[src/rtl/ann_layer_mac_if.sv]
// Bus bundle between the ANN layer MAC, its image/weight SRAM read ports and the
// result consumer; the slave modport is the MAC side.
interface ann_layer_mac_if #(
  parameter int N_IN  = 64,
  parameter int N_OUT = 16,
  parameter int DW    = 16
);
  // start and p_done are single-cycle pulses, result_valid is a one-cycle strobe
  // qualifying result_idx/result_data (no backpressure), and *_data must return
  // the word addressed by *_addr exactly one clock after that address is presented.
  logic                             start;
  logic [$clog2(N_IN)-1:0]          image_addr;
  logic [DW-1:0]                    image_data;
  logic [$clog2(N_IN*N_OUT)-1:0]    weight_addr;
  logic [DW-1:0]                    weight_data;
  logic                             busy;
  logic                             result_valid;
  logic [$clog2(N_OUT)-1:0]         result_idx;
  logic [DW-1:0]                    result_data;
  logic                             p_done;

  modport slave (
    input  start, image_data, weight_data,
    output image_addr, weight_addr, busy, result_valid, result_idx, result_data, p_done
  );

  modport master (
    output start, image_data, weight_data,
    input  image_addr, weight_addr, busy, result_valid, result_idx, result_data, p_done
  );
endinterface

[src/rtl/ann_layer_mac.sv]
// Fully-connected layer MAC: streams pixels/weights from synchronous SRAM ports,
// accumulates one dot product per neuron, then scales, saturates and ReLU-clamps.
module ann_layer_mac #(
  parameter int N_IN      = 64,
  parameter int N_OUT     = 16,
  parameter int DW        = 16,
  parameter int FRAC_BITS = 8,
  parameter int RELU      = 1
) (
  input  logic             clk,
  input  logic             n_rst,
  ann_layer_mac_if.slave   bus,
  output logic [2:0]       dbg_state
);
  localparam int IAW   = $clog2(N_IN);
  localparam int WAW   = $clog2(N_IN * N_OUT);
  localparam int NW    = $clog2(N_OUT);
  localparam int PW    = 2 * DW;
  localparam int ACC_W = PW + $clog2(N_IN);

  localparam logic signed [ACC_W-1:0] SAT_MAX = {{(ACC_W-DW+1){1'b0}}, {(DW-1){1'b1}}};
  localparam logic signed [ACC_W-1:0] SAT_MIN = {{(ACC_W-DW+1){1'b1}}, {(DW-1){1'b0}}};

  typedef enum logic [2:0] {
    S_IDLE  = 3'd0,
    S_RUN   = 3'd1,
    S_DRAIN = 3'd2,
    S_EMIT  = 3'd3,
    S_DONE  = 3'd4
  } state_t;

  state_t state, state_nxt;

  logic [IAW-1:0]          image_addr;
  logic [WAW-1:0]          weight_addr;
  logic [NW-1:0]           neuron;
  logic signed [ACC_W-1:0] acc;
  logic signed [PW-1:0]    product;
  logic signed [ACC_W-1:0] product_ext;
  logic signed [ACC_W-1:0] scaled;
  logic [DW-1:0]           result;
  logic                    result_valid;
  logic [NW-1:0]           result_idx;
  logic [DW-1:0]           result_data;
  logic                    p_done;
  logic                    last_pixel;
  logic                    last_neuron;
  logic                    add_en;
  logic                    start_ok;

  // image_addr doubles as the pixel counter i; weight_addr runs contiguously across neurons.
  assign last_pixel  = (image_addr == IAW'(N_IN - 1));
  assign last_neuron = (neuron == NW'(N_OUT - 1));
  assign add_en      = ((state == S_RUN) && (image_addr != '0)) || (state == S_DRAIN);
  // A start landing while the done pulse is still visible belongs to the finished pass.
  assign start_ok    = bus.start && !p_done;

  assign product     = $signed(bus.image_data) * $signed(bus.weight_data);
  assign product_ext = {{(ACC_W-PW){product[PW-1]}}, product};
  assign scaled      = acc >>> FRAC_BITS;

  always_comb begin
    result = scaled[DW-1:0];
    if (scaled > SAT_MAX) begin
      result = SAT_MAX[DW-1:0];
    end else if (scaled < SAT_MIN) begin
      result = SAT_MIN[DW-1:0];
    end
    if ((RELU != 0) && result[DW-1]) begin
      result = '0;
    end
  end

  always_ff @(posedge clk or negedge n_rst) begin
    if (!n_rst) begin
      state <= S_IDLE;
    end else begin
      state <= state_nxt;
    end
  end

  always_comb begin
    state_nxt = state;
    case (state)
      S_IDLE:  if (start_ok) state_nxt = S_RUN;
      S_RUN:   if (last_pixel) state_nxt = S_DRAIN;
      S_DRAIN: state_nxt = S_EMIT;
      S_EMIT:  state_nxt = last_neuron ? S_DONE : S_RUN;
      S_DONE:  state_nxt = S_IDLE;
      default: state_nxt = S_IDLE;
    endcase
  end

  always_ff @(posedge clk or negedge n_rst) begin
    if (!n_rst) begin
      image_addr   <= '0;
      weight_addr  <= '0;
      neuron       <= '0;
      acc          <= '0;
      result_valid <= 1'b0;
      result_idx   <= '0;
      result_data  <= '0;
      p_done       <= 1'b0;
    end else begin
      result_valid <= 1'b0;
      p_done       <= 1'b0;
      case (state)
        S_IDLE: begin
          if (start_ok) begin
            image_addr  <= '0;
            weight_addr <= '0;
            neuron      <= '0;
            acc         <= '0;
          end
        end
        S_RUN: begin
          if (add_en) acc <= acc + product_ext;
          if (!last_pixel) begin
            image_addr  <= image_addr + IAW'(1);
            weight_addr <= weight_addr + WAW'(1);
          end
        end
        S_DRAIN: begin
          acc <= acc + product_ext;
        end
        S_EMIT: begin
          result_valid <= 1'b1;
          result_idx   <= neuron;
          result_data  <= result;
          acc          <= '0;
          if (!last_neuron) begin
            neuron      <= neuron + NW'(1);
            image_addr  <= '0;
            weight_addr <= weight_addr + WAW'(1);
          end
        end
        S_DONE: begin
          p_done <= 1'b1;
        end
        default: ;
      endcase
    end
  end

  assign bus.image_addr   = image_addr;
  assign bus.weight_addr  = weight_addr;
  assign bus.busy         = (state != S_IDLE);
  assign bus.result_valid = result_valid;
  assign bus.result_idx   = result_idx;
  assign bus.result_data  = result_data;
  assign bus.p_done       = p_done;
  assign dbg_state        = state;
endmodule

[src/flat_wrapper.sv]
// flat-port wrapper written by rule: the top's interface ports become plain ports
module ann_layer_mac_flat 
#(
  parameter int N_IN      = 64,
  parameter int N_OUT     = 16,
  parameter int DW        = 16,
  parameter int FRAC_BITS = 8,
  parameter int RELU      = 1
)
  (clk, n_rst, dbg_state, bus_start, bus_image_data, bus_weight_data, bus_image_addr, bus_weight_addr, bus_busy, bus_result_valid, bus_result_idx, bus_result_data, bus_p_done);
  ann_layer_mac_if #(.N_IN(N_IN), .N_OUT(N_OUT), .DW(DW)) bus_i ();
  input  logic clk;
  input  logic n_rst;
  output logic [2:0] dbg_state;
  input wire logic [$bits(bus_i.start)-1:0] bus_start;
  input wire logic [$bits(bus_i.image_data)-1:0] bus_image_data;
  input wire logic [$bits(bus_i.weight_data)-1:0] bus_weight_data;
  output wire logic [$bits(bus_i.image_addr)-1:0] bus_image_addr;
  output wire logic [$bits(bus_i.weight_addr)-1:0] bus_weight_addr;
  output wire logic [$bits(bus_i.busy)-1:0] bus_busy;
  output wire logic [$bits(bus_i.result_valid)-1:0] bus_result_valid;
  output wire logic [$bits(bus_i.result_idx)-1:0] bus_result_idx;
  output wire logic [$bits(bus_i.result_data)-1:0] bus_result_data;
  output wire logic [$bits(bus_i.p_done)-1:0] bus_p_done;
  assign bus_i.start = bus_start;
  assign bus_i.image_data = bus_image_data;
  assign bus_i.weight_data = bus_weight_data;
  assign bus_image_addr = bus_i.image_addr;
  assign bus_weight_addr = bus_i.weight_addr;
  assign bus_busy = bus_i.busy;
  assign bus_result_valid = bus_i.result_valid;
  assign bus_result_idx = bus_i.result_idx;
  assign bus_result_data = bus_i.result_data;
  assign bus_p_done = bus_i.p_done;
  ann_layer_mac #(.N_IN(N_IN), .N_OUT(N_OUT), .DW(DW), .FRAC_BITS(FRAC_BITS), .RELU(RELU)) u_core (.clk(clk), .n_rst(n_rst), .bus(bus_i), .dbg_state(dbg_state));
endmodule
[config.mk]
export PLATFORM = sky130hd
export DESIGN_NAME = ann_layer_mac_flat
export DESIGN_NICKNAME = d
export VERILOG_FILES = /design/src/rtl/ann_layer_mac_if.sv /design/src/rtl/ann_layer_mac.sv /design/src/flat_wrapper.sv
export SDC_FILE = /design/constraint.sdc
export NUM_CORES = 1
export LEC_CHECK = 0
export ABC_AREA = 1
export ABC_CLOCK_PERIOD_IN_PS = 11000
export CORE_ASPECT_RATIO = 1.1
export CORE_MARGIN = 5
export CORE_UTILIZATION = 63
export CTS_BUF_LIST = sky130_fd_sc_hd__clkbuf_2 sky130_fd_sc_hd__clkbuf_4 sky130_fd_sc_hd__clkbuf_8
export DETAILED_ROUTE_END_ITERATION = 6
export DONT_BUFFER_PORTS = 1
export PLACE_DENSITY = 0.81
export SYNTH_ARGS = -nofsm -noshare
export SYNTH_HDL_FRONTEND = slang
export SYNTH_SLANG_ARGS = --single-unit
[constraint.sdc]
create_clock -name clk -period 11 [get_ports clk]
set_clock_uncertainty 0.15 [all_clocks]
set_input_delay 1.65 -clock clk [delete_from_list [all_inputs] [get_ports clk]]
set_output_delay 1.65 -clock clk [all_outputs]
set_load 0.03 [all_outputs]
## After elaboration in Yosys (flattened, before gate mapping)

Index checks and enable logic that the tools add are counted.

| operators by class | value |
|---|---|
| reductions and logical operators | 14 |
| eq/ne operators | 11 |
| mux-type cells | 23 |
| multiply operators | 1 |
| add/sub/neg operators | 4 |
| $lt $le $gt $ge | 2 |

Operator list:

| cell | number |
|---|---|
| case mux 38 bit (4 select lines) | 1 |
| two-way mux 38 bit | 2 |
| adder 38 x 32 -> 38 bit | 1 |
| multiplier 16 x 16 -> 32 bit | 1 |
| two-way mux 16 bit | 2 |
| greater-than comparator 30 x 16 -> 1 bit (second input constant) | 1 |
| < comparator 30 x 16 -> 1 bit (second input constant) | 1 |
| two-way mux 10 bit | 3 |
| case mux 10 bit (3 select lines) | 1 |
| two-way mux 6 bit | 3 |
| case mux 6 bit (3 select lines) | 1 |
| two-way mux 15 bit | 1 |
| case mux 3 bit (4 select lines) | 1 |
| adder 10 x 1 -> 10 bit (second input constant) | 1 |
| two-way mux 3 bit | 3 |
| two-way mux 4 bit | 2 |
| case mux 4 bit (2 select lines) | 1 |
| adder 6 x 1 -> 6 bit (second input constant) | 1 |
| == test 3 x 2 -> 1 bit (second input constant) | 2 |
| == test 6 bit (second input constant) | 1 |
| != test 2 x 1 -> 1 bit (second input constant) | 3 |
| AND reduction 3 bit | 2 |
| nonzero test 3 bit | 2 |
| nonzero test 6 bit | 1 |
| 14 further kinds | 17 |

| word-level totals | value |
|---|---|
| flip-flop bits (word level) | 83 |
| bits of input ports | 35 |
| word-level logic and storage cells | 64 |
| output and inout bits | 42 |

## Longest topological paths before layout

Gate-level depths: netlist (run 1).

| logic depth | value |
|---|---|
| depth after elaboration | 5 |
| gate-level depth with buffers | 30 |
| gate-level depth less buffers | 28 |

## Worst setup path after synthesis (run 1)

OpenSTA, ideal clock, no wires.

| timing | value |
|---|---|
| path kind | input -> register |
| from | in bus_weight_data[6] |
| to | reg u_core.acc[37] |
| setup slack | 3.817 ns |
| arrival | 6.915 ns |
| stages on the path | 24 |
| required time | 10.733 ns |
| buffers on the path | 2 |
| library setup time | 0.117 ns |
| cells stage by stage | clkbuf_1 clkbuf_1 nand2_1 fa_1 inv_1 fa_1 inv_1 fa_1 fa_1 inv_1 fa_1 inv_1 fa_1 inv_1 ha_1 nand2_1 nor2_1 nand2_1 nor2_1 nand3_1 nand3_1 nand2_1 nand3_1 nand2_1 |

| between the ends | value |
|---|---|
| word-level cells in the longest chain between the ends | 4 |

Ends and longest elaborated chain:

| what | RTL line | source |
|---|---|---|
| start: declaration | flat_wrapper.sv:17 | `input wire logic [$bits(bus_i.weight_data)-1:0] bus_weight_data;` |
| multiplier 16 x 16 -> 32 bit (*) | ann_layer_mac.sv:58 | `assign product = $signed(bus.image_data) * $signed(bus.weight_data);` |
| adder 38 x 32 -> 38 bit (*) | ann_layer_mac.sv:117, ann_layer_mac.sv:124 |  |
| two-way mux 38 bit | ann_layer_mac.sv:117 | `if (add_en) acc <= acc + product_ext;` |
| case mux 38 bit (4 select lines) (*) | ann_layer_mac.sv:107 | `case (state)` |
| end signal: assignment | ann_layer_mac.sv:117 |  |
| end signal: assignment | ann_layer_mac.sv:124 | `acc <= acc + product_ext;` |
| end: declaration | ann_layer_mac.sv:37 | `logic signed [ACC_W-1:0] acc;` |

Mark *: on every way between the ends. The rest lies on a longest branch, timed or not. The select of a mux whose other input is x is not followed.
A chain may end at the register's enable or synchronous reset.

## Final worst setup path (run 1)

| timing | value |
|---|---|
| from | in bus_weight_data[15] |
| to | reg u_core.acc[29] |

Same word-level chain as after synthesis.

==> results of run 1 <==
[sequential cells by signal, indices dropped and copies added (netlist names)]
name and flops:
u_core.bus.result_idx 4, u_core.acc 38, u_core.bus.p_done 1, u_core.dbg_state 3
u_core.bus.image_addr 6, u_core.bus.result_valid 1, u_core.neuron 4, u_core.bus.weight_addr 10
u_core.bus.result_data 15
[layer usage]
layer  global-route usage  wire length (µm)  vias to the layer above
met1                0.373             15500                     6262
met3               0.0440              2380                      102
met5                    0                 0                        -
met4               0.0845              1240                        0
li1                     -                 -                     5972
met2                0.497             20300                      401
[per-stage QoR]
step           area, µm²  utilization  cells  hold WS [ns]
2_1_floorplan      16600            -   2123         0.309
3_3_place_gp       16600        0.640   2399         0.337
3_5_place_dp       16600        0.640   2399         0.346
4_1_cts            16800        0.648   2415         0.372
5_1_grt            16800        0.648   2415         0.413
6_report           16800        0.648   2415         0.366
[cells by family (layout without fill, tap and decap cells)]
logic type	count (synthesis)	in the layout	synth area share
XOR/XNOR	9	9	0.00476
adder cells (fa/ha/maj)	437	437	0.476
AND/OR/NAND/NOR	792	792	0.192
AO/OA/AOI/OAI	134	134	0.0465
other	1	1	0.000227
buffers and inverters	668	608	0.156
flip-flops	82	82	0.124
[synthesized netlist by cell type, types with 8 or more instances]
| master | number | area [µm²] |
|---|---|---|
| a21oi_1 | 43 | 215 |
| o21ai_1 | 15 | 75.1 |
| nand2_1 | 556 | 2090 |
| dfrtp_1 | 82 | 2050 |
| o21ai_0 | 34 | 170 |
| clkbuf_1 | 63 | 236 |
| nand3_1 | 52 | 260 |
| inv_2 | 8 | 30.0 |
| fa_1 | 322 | 6450 |
| nor2_1 | 140 | 526 |
| inv_1 | 580 | 2180 |
| a31oi_1 | 16 | 100 |
| nor3_1 | 9 | 45.0 |
| o21bai_1 | 9 | 67.6 |
| ha_1 | 115 | 1440 |
| nand4_1 | 9 | 56.3 |
[final cells by class]
type | instances | area, µm² | share of cell area
Clock buffer | 9 | 124 | 0.00735
Multi-Input combinational cell | 1373 | 11900 | 0.708
Sequential cell | 82 | 2050 | 0.122
Tap cell | 352 | 440 | 0.0261
Clock inverter | 7 | 73.8 | 0.00438
Timing Repair Buffer | 2 | 15.0 | 0.000891
Inverter | 590 | 2210 | 0.131
[worst paths after layout]
check	startpoint	endpoint	slack, ns	cells past startpoint
setup / recovery	bus_weight_data[15]	u_core.acc[29]	3.70	23
hold / removal	u_core.acc[7]	u_core.acc[7]	0.37	2
hold reg to reg	u_core.acc[7]	u_core.acc[7]	0.37	2
setup reg to reg	u_core.acc[15]	u_core.acc[29]	5.80	21
max in group asynchronous	n_rst	u_core.acc[23]	9.78	0
min in group asynchronous	n_rst	u_core.acc[2]	0.80	0
[critical path: stages]
cell and delay [ns]:
inv_1 0.27, or2_2 0.41, fa_1 0.51, fa_1 0.54
inv_1 0.05, fa_1 0.54, fa_1 0.54, fa_1 0.55
inv_1 0.05, fa_1 0.53, inv_1 0.05, ha_1 0.35
nand2_1 0.16, inv_1 0.05, nand2_1 0.06, nand2_1 0.08
a21oi_1 0.38, nor2_1 0.08, nor2_1 0.10, nand2_1 0.11
nand2_1 0.08, nand2_1 0.05, o21ai_1 0.23
==> impl_results.md, run 1 <==
* Outcome: complete, no violations
* WP data required at 11.13 ns
* Commonest non-fill, non-tap cell in the layout: inv_1
* Post-CTS Setup Repair Bufs at 0
* Initial antenna violation count at 0
* # resized after CTS at 0
* Slew Limit Fails at 0
* N_diodes at 0
* Synth Instances at 2123
* CP endpoint kind: register
* Yosys reg bits at 82
* Clock root buffer: clkbuf_8
* Synthesized area at 0.0166 mm²
* Syn Area/Cell at 7.80 µm²
* Port bufs at 0
* Total global-route track usage at 0.287
* Layout Nets at 2530
* Area grow syn2layout at 1.75%
* Leading cell types in the layout, fill and taps excluded: inv_1, nand2_1, fa_1, nor2_1, ha_1
* Initial drt markers at 968
* Register area share after synthesis at 0.124
* Unrepaired setup endpoints after global routing: false
* Clk buf depth at 2
* Period utilisation layout at 0.663
* Die Span Y at 180 µm
* Via Count at 12737
* H-tree levels at 3
* Worst slew pin tran at 0.834 ns
* CTS clk-pin slew, worst paths at 0.09 ns
* Drt wl/cell at 16.3 µm
* HP Class: register to register
* Initial Util at 0.637
* Setup crit start kind: input port
* Overflow after GRT at 0
* TritonCTS Sinks at 82
* CTS Hold Bufs at 0
* Worst Path Arrival at 7.42 ns
* CP Class: input port to register
* Layout cells sized above 1 at 0.0218
* Peak Freq at 137 MHz
* Post-synth ARST share at 1.00
* Row Count at 62
* Setup ws final at 3.70 ns
* Number of synthesized flops with an enable pin at 0
* Dpl ws at 3.40 ns
* Final GP Congestion at 1.03
* Clock Latency Late Sink at 0.38 ns
* CTS tree: built
* Max Cap Violations at 0
* Setup TNS at 0 ns
* Rel. slew slack at 0.443
* Setup-violating endpoint count in the final report at 0
* Drt pass-1 iters at 5
* Largest net degree at the start of global routing at 83
* Total wire length at 39400 µm
* Crit path time final at 7.30 ns
* Post-route ant nets at 0
* Core Area at 0.0260 mm²
* Die ar. at 0.0296 mm²
* DRC at 0
* Chip width at 165 µm
* Yosys Warn Count at 0
* Number of global-route vias before repair at 13697
* Fillers at 2205
* Number of distinct library cells after synthesis at 43
* Crit Path Max Fanout at 17
* Dpl hpwl at 33600 µm
* Ys flop type: dfrtp_1
* I/O pin count at 77
* CTS Buf Count at 9
* Via density at 5.27
* Syn Nets at 2595
* Endpoints failing hold at 0
* Global-route wire length before repair at 68100 µm
Power of run 1 is not shown: default switching activity piles up to over one toggle a cycle in this logic, so the estimate is an artifact.
==> run 2, diff against run 1 <==
Settings changed: ABC_AREA 1 to 0, ABC_CLOCK_PERIOD_IN_PS 11000 to 7620.
Clock period 11 ns to 7.62 ns, I/O delays scaled along.
==> impl_results.md, run 2 <==
* Unrepaired setup endpoints after global routing: false
* Biggest register: u_core.acc
* Worst Path Arrival at 7.14 ns (-0.28 ns)
* # resized after CTS at 0 (unchanged)
* Layout cells sized above 1 at 0.0300 (+0.00815)
* Final core occ at 0.659 (+0.0109)
* R2r worst-path depth at 20 (-4.8%)
* Ys flop type: dfrtp_1
* Syn Area/Cell at 9.71 µm² (+25%)
* Top flop regs: u_core.acc: 38 flops, u_core.bus.result_data: 15 flops, u_core.bus.weight_addr: 10 flops
* Top post-synthesis cells by area: fa_1, dfrtp_1, ha_1
* Leading cell types in the layout, fill and taps excluded: inv_1, fa_1, nand2_1, and2_1, ha_1
* Period utilisation layout at 0.922
* Via density at 5.74 (+8.8%)
* Worst setup startpoint: bus_weight_data[1]
* Overflow after GRT at 0 (unchanged)
* Area grow syn2layout at 3.12%
* Reg-to-Reg End: u_core.acc[36]
* Core Area at 0.0237 mm² (-8.8%)
* Post-synth top cells: inv_1, fa_1, nand2_1
* N_diodes at 0 (unchanged)
* Number of global-route vias before repair at 12048 (-12%)
* Register area share after synthesis at 0.136 (+0.0115)
* Synthesized area at 0.0151 mm² (-8.5%)
* CTS Hold Bufs at 0 (unchanged)
* Setup-violating endpoint count in the final report at 0 (unchanged)
* CTS tree: built
* Commonest non-fill, non-tap cell in the layout: inv_1
* Die Span Y at 173 µm (-4.1%)
* Port bufs at 0 (unchanged)
* Chip width at 158 µm (-4.1%)
* Max reg flops at 38 (unchanged)
* Outcome: complete, no violations
* Worst slew pin tran at 0.896 ns (+0.0620 ns)
* Leading area contributor after synthesis: fa_1
* Post-CTS Setup Repair Bufs at 0 (unchanged)
* Dpl ws at 0.257 ns (-3.15 ns)
* Number of distinct library cells after synthesis at 56 (+30%)
* CP Class: input port to register
* Global-route wire length before repair at 57700 µm (-15%)
* Synth Instances at 1560 (-27%)
* Initial drt markers at 662 (-32%)
* Crit path time final at 7.03 ns
* Drt wl/cell at 17.8 µm (+9.3%)
* Final GP Congestion at 0.890 (-13%)
* Clock root buffer: clkbuf_8
* Post-route ant nets at 0 (unchanged)
* Post-synth top area share at 0.426 (+0.0362)
* WP data required at 7.73 ns (-3.40 ns)
* Layout Nets at 2002 (-21%)
* Yosys reg bits at 82 (unchanged)
* Slew Limit Fails at 0 (unchanged)
* Setup TNS at 0 ns (unchanged)
* Rel. slew slack at 0.403 (-0.0407)
* Endpoints failing hold at 0 (unchanged)
* Setup ws final at 0.591 ns (-3.11 ns)
* Yosys Warn Count at 0 (unchanged)
* TritonCTS Sinks at 82 (unchanged)
* CP endpoint: u_core.acc[36]
* Largest net degree at the start of global routing at 83 (unchanged)
* Initial Util at 0.639 (+0.00212)
* Setup crit start kind: input port
* RR Startpoint: u_core.acc[15]
* Via Count at 10559 (-17%)
* Row Count at 59 (-4.8%)
* Die ar. at 0.0272 mm² (-8.0%)
* Clock Latency Late Sink at 0.37 ns (about the same)
* I/O pin count at 77 (unchanged)
* CTS clk-pin slew, worst paths at 0.08 ns (about the same)
* Initial antenna violation count at 0 (unchanged)
* Post-synth ARST share at 1.00 (unchanged)
* DRC at 0 (unchanged)
* H-tree levels at 3 (unchanged)
* Max Cap Violations at 0 (unchanged)
* Peak Freq at 142 MHz
* Worst reg2reg setup slack at 1.96 ns (-3.84 ns)
* Syn Nets at 2032 (-22%)
* Total global-route track usage at 0.265 (-0.0219)
* Drt pass-1 iters at 5 (unchanged)
* CP endpoint kind: register
* Most frequent cell after synthesis: inv_1
* HP Class: input port to asynchronous set/reset pin
* Clk buf depth at 2 (unchanged)
* Total wire length at 32800 µm (-17%)
* Crit Path Max Fanout at 16 (-1)
* Number of synthesized flops with an enable pin at 0 (unchanged)
* CTS Buf Count at 9 (unchanged)
* Dpl hpwl at 27700 µm (-18%)
==> run 2: kinds of logic after synthesis <==
kind of cell,count (synthesis),share of synthesized area
adders and majority gates,437,0.521
DFF,82,0.136
and+or+nand+nor,399,0.126
xor gates and xnor gates,49,0.0283
AOI/OAI and AO/OA,165,0.0815
other,1,0.000248
muxes,4,0.00297
buffers and inverters,423,0.105
==> run 2: worst max-delay path, cell delays in order <==
cell	delay [ns]
nand2_1	0.12
inv_1	0.08
fa_1	0.71
inv_1	0.14
fa_1	0.50
fa_1	0.51
inv_1	0.05
fa_1	0.50
fa_1	0.55
inv_1	0.06
fa_1	0.54
inv_1	0.05
ha_1	0.34
and4_1	0.29
a21oi_2	0.09
a311oi_1	0.47
a221oi_1	0.17
o31ai_1	0.11
a21oi_1	0.14
o21bai_1	0.13
a21oi_1	0.09
xnor2_1	0.13
a22o_1	0.20
==> run 2: worst min path at each step <==
stage                   from                    endpoint  slack, ns  cells after the start
2_1_floorplan  u_core.acc[0]               u_core.acc[0]       0.33                      1
6_report               n_rst   u_core.bus.result_data[2]       0.32                      0
4_1_cts                n_rst  u_core.bus.result_data[14]       0.29                      0
3_3_place_gp   u_core.acc[0]               u_core.acc[0]       0.35                      1
5_1_grt                n_rst    u_core.bus.result_idx[0]       0.29                      0
3_5_place_dp   u_core.acc[0]               u_core.acc[0]       0.36                      1
==> run 2: final cells by class <==
class,instances,area (µm²)
multi-input cells,1055,11500
fillers,1851,8080
flip-flops and latches,82,2050
inverters,375,1410
well taps,305,382
clock buffers,11,151
clock inverters,5,61.3
repair buffers,7,52.6
==> run 2: metal layers <==
metal	vias to the layer above	GRT usage	wire, µm
met3	120	0.0285	1150
met2	307	0.479	18100
met5	-	0	0
li1	4637	-	-
met4	0	0.127	1960
met1	5495	0.310	11600
==> run 2: per-stage QoR <==
| step | cell area [µm²] | cells | hold WS [ns] |
|---|---|---|---|
| after floorplan | 15100 | 1560 | 0.330 |
| final | 15600 | 1840 | 0.320 |
| after CTS | 15600 | 1840 | 0.295 |
| after global placement | 15400 | 1824 | 0.345 |
| after global routing | 15600 | 1840 | 0.290 |
| after detailed placement | 15400 | 1824 | 0.361 |
Power of run 2 is left out for the same reason.
